**src/rtl/mvm_pkg.sv**
```systemverilog
// Shared defaults, FSM state encoding and a small popcount helper for the
// sparse matrix-vector scheduler.
package mvm_pkg;
    localparam int N_DEF       = 4;
    localparam int M_DEF       = 4;
    localparam int W_DEF       = 8;
    localparam int MAC_LAT_DEF = 2;

    typedef enum logic [2:0] {LOAD, CLR, ISSUE, WAIT, OUT} state_t;

    function automatic int unsigned popcount(input logic [63:0] v);
        int unsigned c;
        c = 0;
        for (int i = 0; i < 64; i++) c = c + 32'(v[i]);
        return c;
    endfunction
endpackage

```
**src/rtl/mvm_sched_if.sv**
```systemverilog
// Load / MAC-issue / row-result handshakes plus status of the scheduler.
interface mvm_sched_if
    import mvm_pkg::*;
#(
    parameter int N = N_DEF,
    parameter int M = M_DEF,
    parameter int W = W_DEF
) ();
    localparam int AW = $clog2(M * N);
    localparam int RW = (M > 1) ? $clog2(M) : 1;
    localparam int NW = $clog2(N) + 1;

    logic                 in_valid;
    logic                 in_ready;
    logic signed [W-1:0]  in_data;
    logic                 mac_valid;
    logic                 mac_ready;
    logic [AW-1:0]        w_addr;
    logic signed [W-1:0]  mac_x;
    logic                 acc_clr;
    logic                 out_valid;
    logic                 out_ready;
    logic [RW-1:0]        out_row;
    logic                 busy;
    logic [NW-1:0]        nnz;
    logic                 done;

    modport master (
        input  in_valid, in_data, mac_ready, out_ready,
        output in_ready, mac_valid, w_addr, mac_x, acc_clr,
               out_valid, out_row, busy, nnz, done
    );
    modport slave (
        output in_valid, in_data, mac_ready, out_ready,
        input  in_ready, mac_valid, w_addr, mac_x, acc_clr,
               out_valid, out_row, busy, nnz, done
    );
endinterface

```
**src/rtl/mvm_nz_find.sv**
```systemverilog
// Combinational finder: lowest set mask bit at or above (incl) / strictly
// above (!incl) the start index.
module mvm_nz_find #(
    parameter int N  = 4,
    parameter int IW = (N > 1) ? $clog2(N) : 1
) (
    input  logic [N-1:0]  mask,
    input  logic [IW-1:0] start,
    input  logic          incl,
    output logic [IW-1:0] idx,
    output logic          found
);
    always_comb begin
        idx   = '0;
        found = 1'b0;
        // descending scan so the lowest qualifying bit wins
        for (int i = N - 1; i >= 0; i--) begin
            if (mask[i] && (incl ? (i >= int'(start)) : (i > int'(start)))) begin
                idx   = IW'(i);
                found = 1'b1;
            end
        end
    end
endmodule

```
**src/rtl/mvm_sched.sv**
```systemverilog
// Sparse MVM scheduler: loads a vector, then per matrix row clears the
// accumulator, issues only nonzero columns, waits out the MAC latency, reports.
module mvm_sched
    import mvm_pkg::*;
#(
    parameter int N       = N_DEF,
    parameter int M       = M_DEF,
    parameter int W       = W_DEF,
    parameter int MAC_LAT = MAC_LAT_DEF
) (
    input logic         clk,
    input logic         rst,
    mvm_sched_if.master bus
);
    localparam int IW = (N > 1) ? $clog2(N) : 1;
    localparam int RW = (M > 1) ? $clog2(M) : 1;
    localparam int NW = $clog2(N) + 1;
    localparam int CW = $clog2(MAC_LAT + 1);

    state_t               state;
    logic [IW-1:0]        idx;
    logic [IW-1:0]        col;
    logic [RW-1:0]        row;
    logic [N-1:0]         mask;
    logic [N-1:0]         mask_ld;
    logic [N-1:0][W-1:0]  x;
    logic [NW-1:0]        nnz;
    logic [CW-1:0]        cnt;
    logic                 done_r;
    logic [IW-1:0]        find_start;
    logic [IW-1:0]        nz_idx;
    logic                 nz_found;

    // mask including the element being accepted this cycle
    always_comb begin
        mask_ld      = mask;
        mask_ld[idx] = (bus.in_data != '0);
    end

    assign find_start = (state == CLR) ? '0 : col;

    mvm_nz_find #(.N(N), .IW(IW)) u_find (
        .mask  (mask),
        .start (find_start),
        .incl  (state == CLR),
        .idx   (nz_idx),
        .found (nz_found)
    );

    always_ff @(posedge clk) begin
        if (rst) begin
            state  <= LOAD;
            idx    <= '0;
            col    <= '0;
            row    <= '0;
            mask   <= '0;
            x      <= '0;
            nnz    <= '0;
            cnt    <= '0;
            done_r <= 1'b0;
        end else begin
            done_r <= 1'b0;
            case (state)
                LOAD: if (bus.in_valid) begin
                    x[idx] <= bus.in_data;
                    mask   <= mask_ld;
                    idx    <= idx + 1'b1;
                    if (idx == IW'(N - 1)) begin
                        nnz   <= NW'(popcount(64'(mask_ld)));
                        row   <= '0;
                        state <= CLR;
                    end
                end
                CLR: begin
                    col   <= nz_found ? nz_idx : '0;
                    state <= nz_found ? ISSUE : OUT;
                end
                ISSUE: if (bus.mac_ready) begin
                    if (nz_found) begin
                        col <= nz_idx;
                    end else begin
                        cnt   <= CW'(MAC_LAT);
                        state <= WAIT;
                    end
                end
                WAIT: begin
                    if (cnt == CW'(1)) state <= OUT;
                    else               cnt   <= cnt - 1'b1;
                end
                OUT: if (bus.out_ready) begin
                    if (row == RW'(M - 1)) begin
                        state  <= LOAD;
                        idx    <= '0;
                        done_r <= 1'b1;
                    end else begin
                        row   <= row + 1'b1;
                        state <= CLR;
                    end
                end
                default: state <= LOAD;
            endcase
        end
    end

    assign bus.in_ready  = (state == LOAD);
    assign bus.busy      = (state != LOAD);
    assign bus.acc_clr   = (state == CLR);
    assign bus.mac_valid = (state == ISSUE);
    assign bus.out_valid = (state == OUT);
    assign bus.w_addr    = {row, col};
    assign bus.mac_x     = x[col];
    assign bus.out_row   = row;
    assign bus.nnz       = nnz;
    assign bus.done      = done_r;
endmodule

```
**src/flat_wrapper.sv**
```systemverilog
// flat-port wrapper written by rule: the top's interface ports become plain ports
module mvm_sched_flat import mvm_pkg::*;
#(
    parameter int N       = N_DEF,
    parameter int M       = M_DEF,
    parameter int W       = W_DEF,
    parameter int MAC_LAT = MAC_LAT_DEF
)
  (clk, rst, bus_in_valid, bus_in_data, bus_mac_ready, bus_out_ready, bus_in_ready, bus_mac_valid, bus_w_addr, bus_mac_x, bus_acc_clr, bus_out_valid, bus_out_row, bus_busy, bus_nnz, bus_done);
  mvm_sched_if #(.N(N), .M(M), .W(W)) bus_i ();
  input logic clk;
  input logic rst;
  input wire logic [$bits(bus_i.in_valid)-1:0] bus_in_valid;
  input wire logic [$bits(bus_i.in_data)-1:0] bus_in_data;
  input wire logic [$bits(bus_i.mac_ready)-1:0] bus_mac_ready;
  input wire logic [$bits(bus_i.out_ready)-1:0] bus_out_ready;
  output wire logic [$bits(bus_i.in_ready)-1:0] bus_in_ready;
  output wire logic [$bits(bus_i.mac_valid)-1:0] bus_mac_valid;
  output wire logic [$bits(bus_i.w_addr)-1:0] bus_w_addr;
  output wire logic [$bits(bus_i.mac_x)-1:0] bus_mac_x;
  output wire logic [$bits(bus_i.acc_clr)-1:0] bus_acc_clr;
  output wire logic [$bits(bus_i.out_valid)-1:0] bus_out_valid;
  output wire logic [$bits(bus_i.out_row)-1:0] bus_out_row;
  output wire logic [$bits(bus_i.busy)-1:0] bus_busy;
  output wire logic [$bits(bus_i.nnz)-1:0] bus_nnz;
  output wire logic [$bits(bus_i.done)-1:0] bus_done;
  assign bus_i.in_valid = bus_in_valid;
  assign bus_i.in_data = bus_in_data;
  assign bus_i.mac_ready = bus_mac_ready;
  assign bus_i.out_ready = bus_out_ready;
  assign bus_in_ready = bus_i.in_ready;
  assign bus_mac_valid = bus_i.mac_valid;
  assign bus_w_addr = bus_i.w_addr;
  assign bus_mac_x = bus_i.mac_x;
  assign bus_acc_clr = bus_i.acc_clr;
  assign bus_out_valid = bus_i.out_valid;
  assign bus_out_row = bus_i.out_row;
  assign bus_busy = bus_i.busy;
  assign bus_nnz = bus_i.nnz;
  assign bus_done = bus_i.done;
  mvm_sched #(.N(N), .M(M), .W(W), .MAC_LAT(MAC_LAT)) u_core (.clk(clk), .rst(rst), .bus(bus_i));
endmodule
```
**config.mk**
```make
export PLATFORM = sky130hd
export DESIGN_NAME = mvm_sched_flat
export DESIGN_NICKNAME = d
export VERILOG_FILES = /design/src/rtl/mvm_pkg.sv /design/src/rtl/mvm_sched_if.sv /design/src/rtl/mvm_nz_find.sv /design/src/rtl/mvm_sched.sv /design/src/flat_wrapper.sv
export SDC_FILE = /design/constraint.sdc
export NUM_CORES = 1
export LEC_CHECK = 0
export CORE_UTILIZATION = 54
export DETAILED_ROUTE_END_ITERATION = 8
export PLACE_DENSITY = 0.82
export SKIP_CTS_REPAIR_TIMING = 1
export SLEW_MARGIN = 30
export SYNTH_ARGS = -nofsm -noshare
export SYNTH_HDL_FRONTEND = slang
export SYNTH_SLANG_ARGS = --single-unit
```
**constraint.sdc**
```tcl
create_clock -name clk -period 3 [get_ports clk]
set_input_delay 0.6 -clock clk [delete_from_list [all_inputs] [get_ports clk]]
set_output_delay 0.6 -clock clk [all_outputs]
set_load 0.05 [all_outputs]
```
==> flow_metrics.env <==
export IMPL_outcome="finished, violations left"
export IMPL_violations="design-rule violations"
export IMPL_critPathTopFamily="buffers and inverters"
export IMPL_cp_cell_sequence="or3b_4 > inv_8 > clkdlybuf4s50_1"
export IMPL_wl_per_cell_um=15.8
export IMPL_synthToLayoutAreaGrowth_pct=20.7
export IMPL_period_minus_slack_ns=2.85
export IMPL_hold_viol=0
export IMPL_fp_dieH_um=71.0
export IMPL_yosys_warnings=0
export IMPL_grt_use_total_pct=26.4
export IMPL_vias=2322
export IMPL_critPathLaunchType="flip-flop"
export IMPL_antenna_found_initial=0
export IMPL_cts_buffer_depth=2
export IMPL_cts_tree="built"
export IMPL_synth_xor_area_share_pct=0
export IMPL_synth_nets=327
export IMPL_drc_errors=2
export IMPL_ys_seq_area_share_pct=39.7
export IMPL_netlist_instances=305
export IMPL_wl_mm=6.19
export IMPL_clock_latency_ns=0.32
export IMPL_clk_pin_slew_ns=0.10
export IMPL_synth_avg_cell_area_sq_um=8.43
export IMPL_synth_fa_ha_area_share_pct=4.67
export IMPL_finalWorstSetupSlack_ns=0.151
export IMPL_cp_required_ns=2.40
export IMPL_min_period_over_period_pct=95.0
export IMPL_grt_pass1_vias=2179
export IMPL_globalplace_congestion=0.873
export IMPL_numCtsBuffers=5
export IMPL_clock_sinks=51
export IMPL_cts_root_buf="clkbuf_8"
export IMPL_clock_fmax_ghz=0.351
export IMPL_initialDrtViolationCount=171
export IMPL_muxShareOfSynthArea_pct=8.56
export IMPL_yosysUniqueCellTypes=42
export IMPL_final_common_cell="dfxtp_1"
export IMPL_hold_slack_ns=0.458
export IMPL_worstSetupEndpointType="output pin"
export IMPL_placed_cells=383
export IMPL_drt_pass1_iter_count=7
export IMPL_p_leak_nw=1.09
export IMPL_cts_htree_levels=2
export IMPL_ant_nets=0
export IMPL_ir_worst_vdd_v=0.000296
export IMPL_mostFrequentLayoutCells="51 x dfxtp_1, 50 x nand2_1, 47 x a21oi_1"
export IMPL_pre_cts_ws_ns=-0.0702
export IMPL_stdcell_count=391
export IMPL_maxSlewViolCount=0
export IMPL_tightest_slew_ns=0.530
export IMPL_rsz0062_at_grt="no"
export IMPL_top_level_ports=36
export IMPL_synth_simple_area_share_pct=24.0
export IMPL_synth_seq_cells=51
export IMPL_max_stage_delay_ns=0.82
export IMPL_grt_overflow=0
export IMPL_hpwl_mm=4.23
export IMPL_p_per_area_nw_per_um2=459
export IMPL_synth_compound_area_share_pct=16.7
export IMPL_nets=360
export IMPL_layout_drive_gt1_share_pct=11.5
export IMPL_finClkSkew_ns=0.0174
export IMPL_dieArea_sq_um=5040
export IMPL_crit_arrival_ns=2.25
export IMPL_die_w_um=71.0
export IMPL_power_mw=1.43
export IMPL_critPathMaxFanout=9
export IMPL_path_class="flip-flop to output pin"
export IMPL_hold_class="flip-flop to flip-flop"
export IMPL_postLayoutCoreUtil_pct=69.4
export IMPL_critPathSlowestCell="clkdlybuf4s50_1"
export IMPL_synth_top_family_by_area="simple AND/OR/NAND/NOR gates"
export IMPL_core_rowCount=24
export IMPL_synth_area_sq_um=2570
export IMPL_vias_per_cell=5.94
export IMPL_grt_first_pass_wirelength_mm=10.3
export IMPL_crit_buf_inv=2
export IMPL_grt_max_degree=52
export IMPL_relSlewSlack_pct=64.7
export IMPL_coreArea_sq_um=4470
export IMPL_port_buffers=35
export IMPL_maxCapViolations=0
export IMPL_start_util_pct=57.5
export IMPL_setup_violations=0
export IMPL_antenna_cells=0
routing by layer:
metal  GRT usage [%]  vias to the layer above  wire (um)
met5               0                        -          0
met4            15.3                        0        134
met3            5.56                       11        388
met2            41.5                       87       3000
met1            33.6                     1085       2670
li1                -                     1139          -
worst min-delay path, delay by kind of cell, from the launching register on:
kind / cells / cell delay (ns)
compound gates: 1 / 0.05
simple gates: 1 / 0.05
flops: 1 / 0.32
where the power goes:
part	total [mW]	switching [mW]	leakage (nW)	internal, mW
combinational	0.209	0.129	0.613	0.0800
sequential	0.714	0.0164	0.413	0.698
clock	0.503	0.250	0.0587	0.253
total	1.43	0.395	1.09	1.03
kinds of logic after synthesis:
family,count (synthesis)
and+or+nand+nor,129
AOI/OAI and AO/OA,69
DFF,51
buffers and inverters,35
muxes,12
adders and majority gates,9
Yosys cell counts (all sizes together):
cell type | count | area, sq um
nor3 | 7 | 40.0
or2 | 1 | 6.26
inv | 12 | 52.6
a31oi | 1 | 21.3
a311oi | 2 | 17.5
nor4 | 3 | 18.8
nor2 | 15 | 56.3
and4 | 1 | 8.76
clkbuf | 16 | 60.1
or3b | 1 | 11.3
a21oi | 47 | 235
or3 | 3 | 18.8
a41oi | 1 | 8.76
nand3b | 1 | 7.51
dfxtp | 51 | 1020
nand2 | 50 | 188
nor3b | 1 | 7.51
nor4b | 1 | 8.76
o2111ai | 2 | 17.5
a21boi | 1 | 7.51
fa | 1 | 20.0
mux2i | 4 | 40.0
ha | 8 | 100
buf | 7 | 50.0
and2 | 1 | 6.26
a32oi | 1 | 8.76
nand3 | 38 | 190
o21ba | 1 | 10.0
nand4b | 2 | 23.8
a211oi | 2 | 15.0
o21ai | 11 | 88.8
mux4 | 8 | 180
nand2b | 3 | 18.8
nor2b | 1 | 6.26
registers in the layout, summed over array words and instances (netlist names):
register and cells:
u_core.bus.out_row 2, u_core.bus.nnz 3, u_core.x 32, u_core.bus.done 1, u_core.state 3, u_core.idx 2
u_core.cnt 2, u_core.col 2, u_core.mask 4
final timing paths:
path,start,end,slack (ns),depth (start not counted)
min reg2reg,u_core.x[28],u_core.x[28],0.46,2
max reg2reg,u_core.idx[0],u_core.bus.nnz[1],0.63,11
max,u_core.state[0],bus_acc_clr,0.15,3
min,u_core.x[28],u_core.x[28],0.46,2
layout make-up:
type	instances	area, sq um
Multi-Input combinational cell	219	1390
Clock buffer	5	68.8
Sequential cell	51	1020
Timing Repair Buffer	49	455
Fill cell	374	1370
Clock inverter	3	47.5
Tap cell	52	65.1
Inverter	12	52.6
stage by stage:
step,setup TNS [ns],area [sq um]
2_1_floorplan,0,2570
3_3_place_gp,-0.0781,2990
3_5_place_dp,-0.0702,2990
4_1_cts,0,3100
5_1_grt,0,3100
6_report,0,3100
Power figures use the tool's default switching activity.
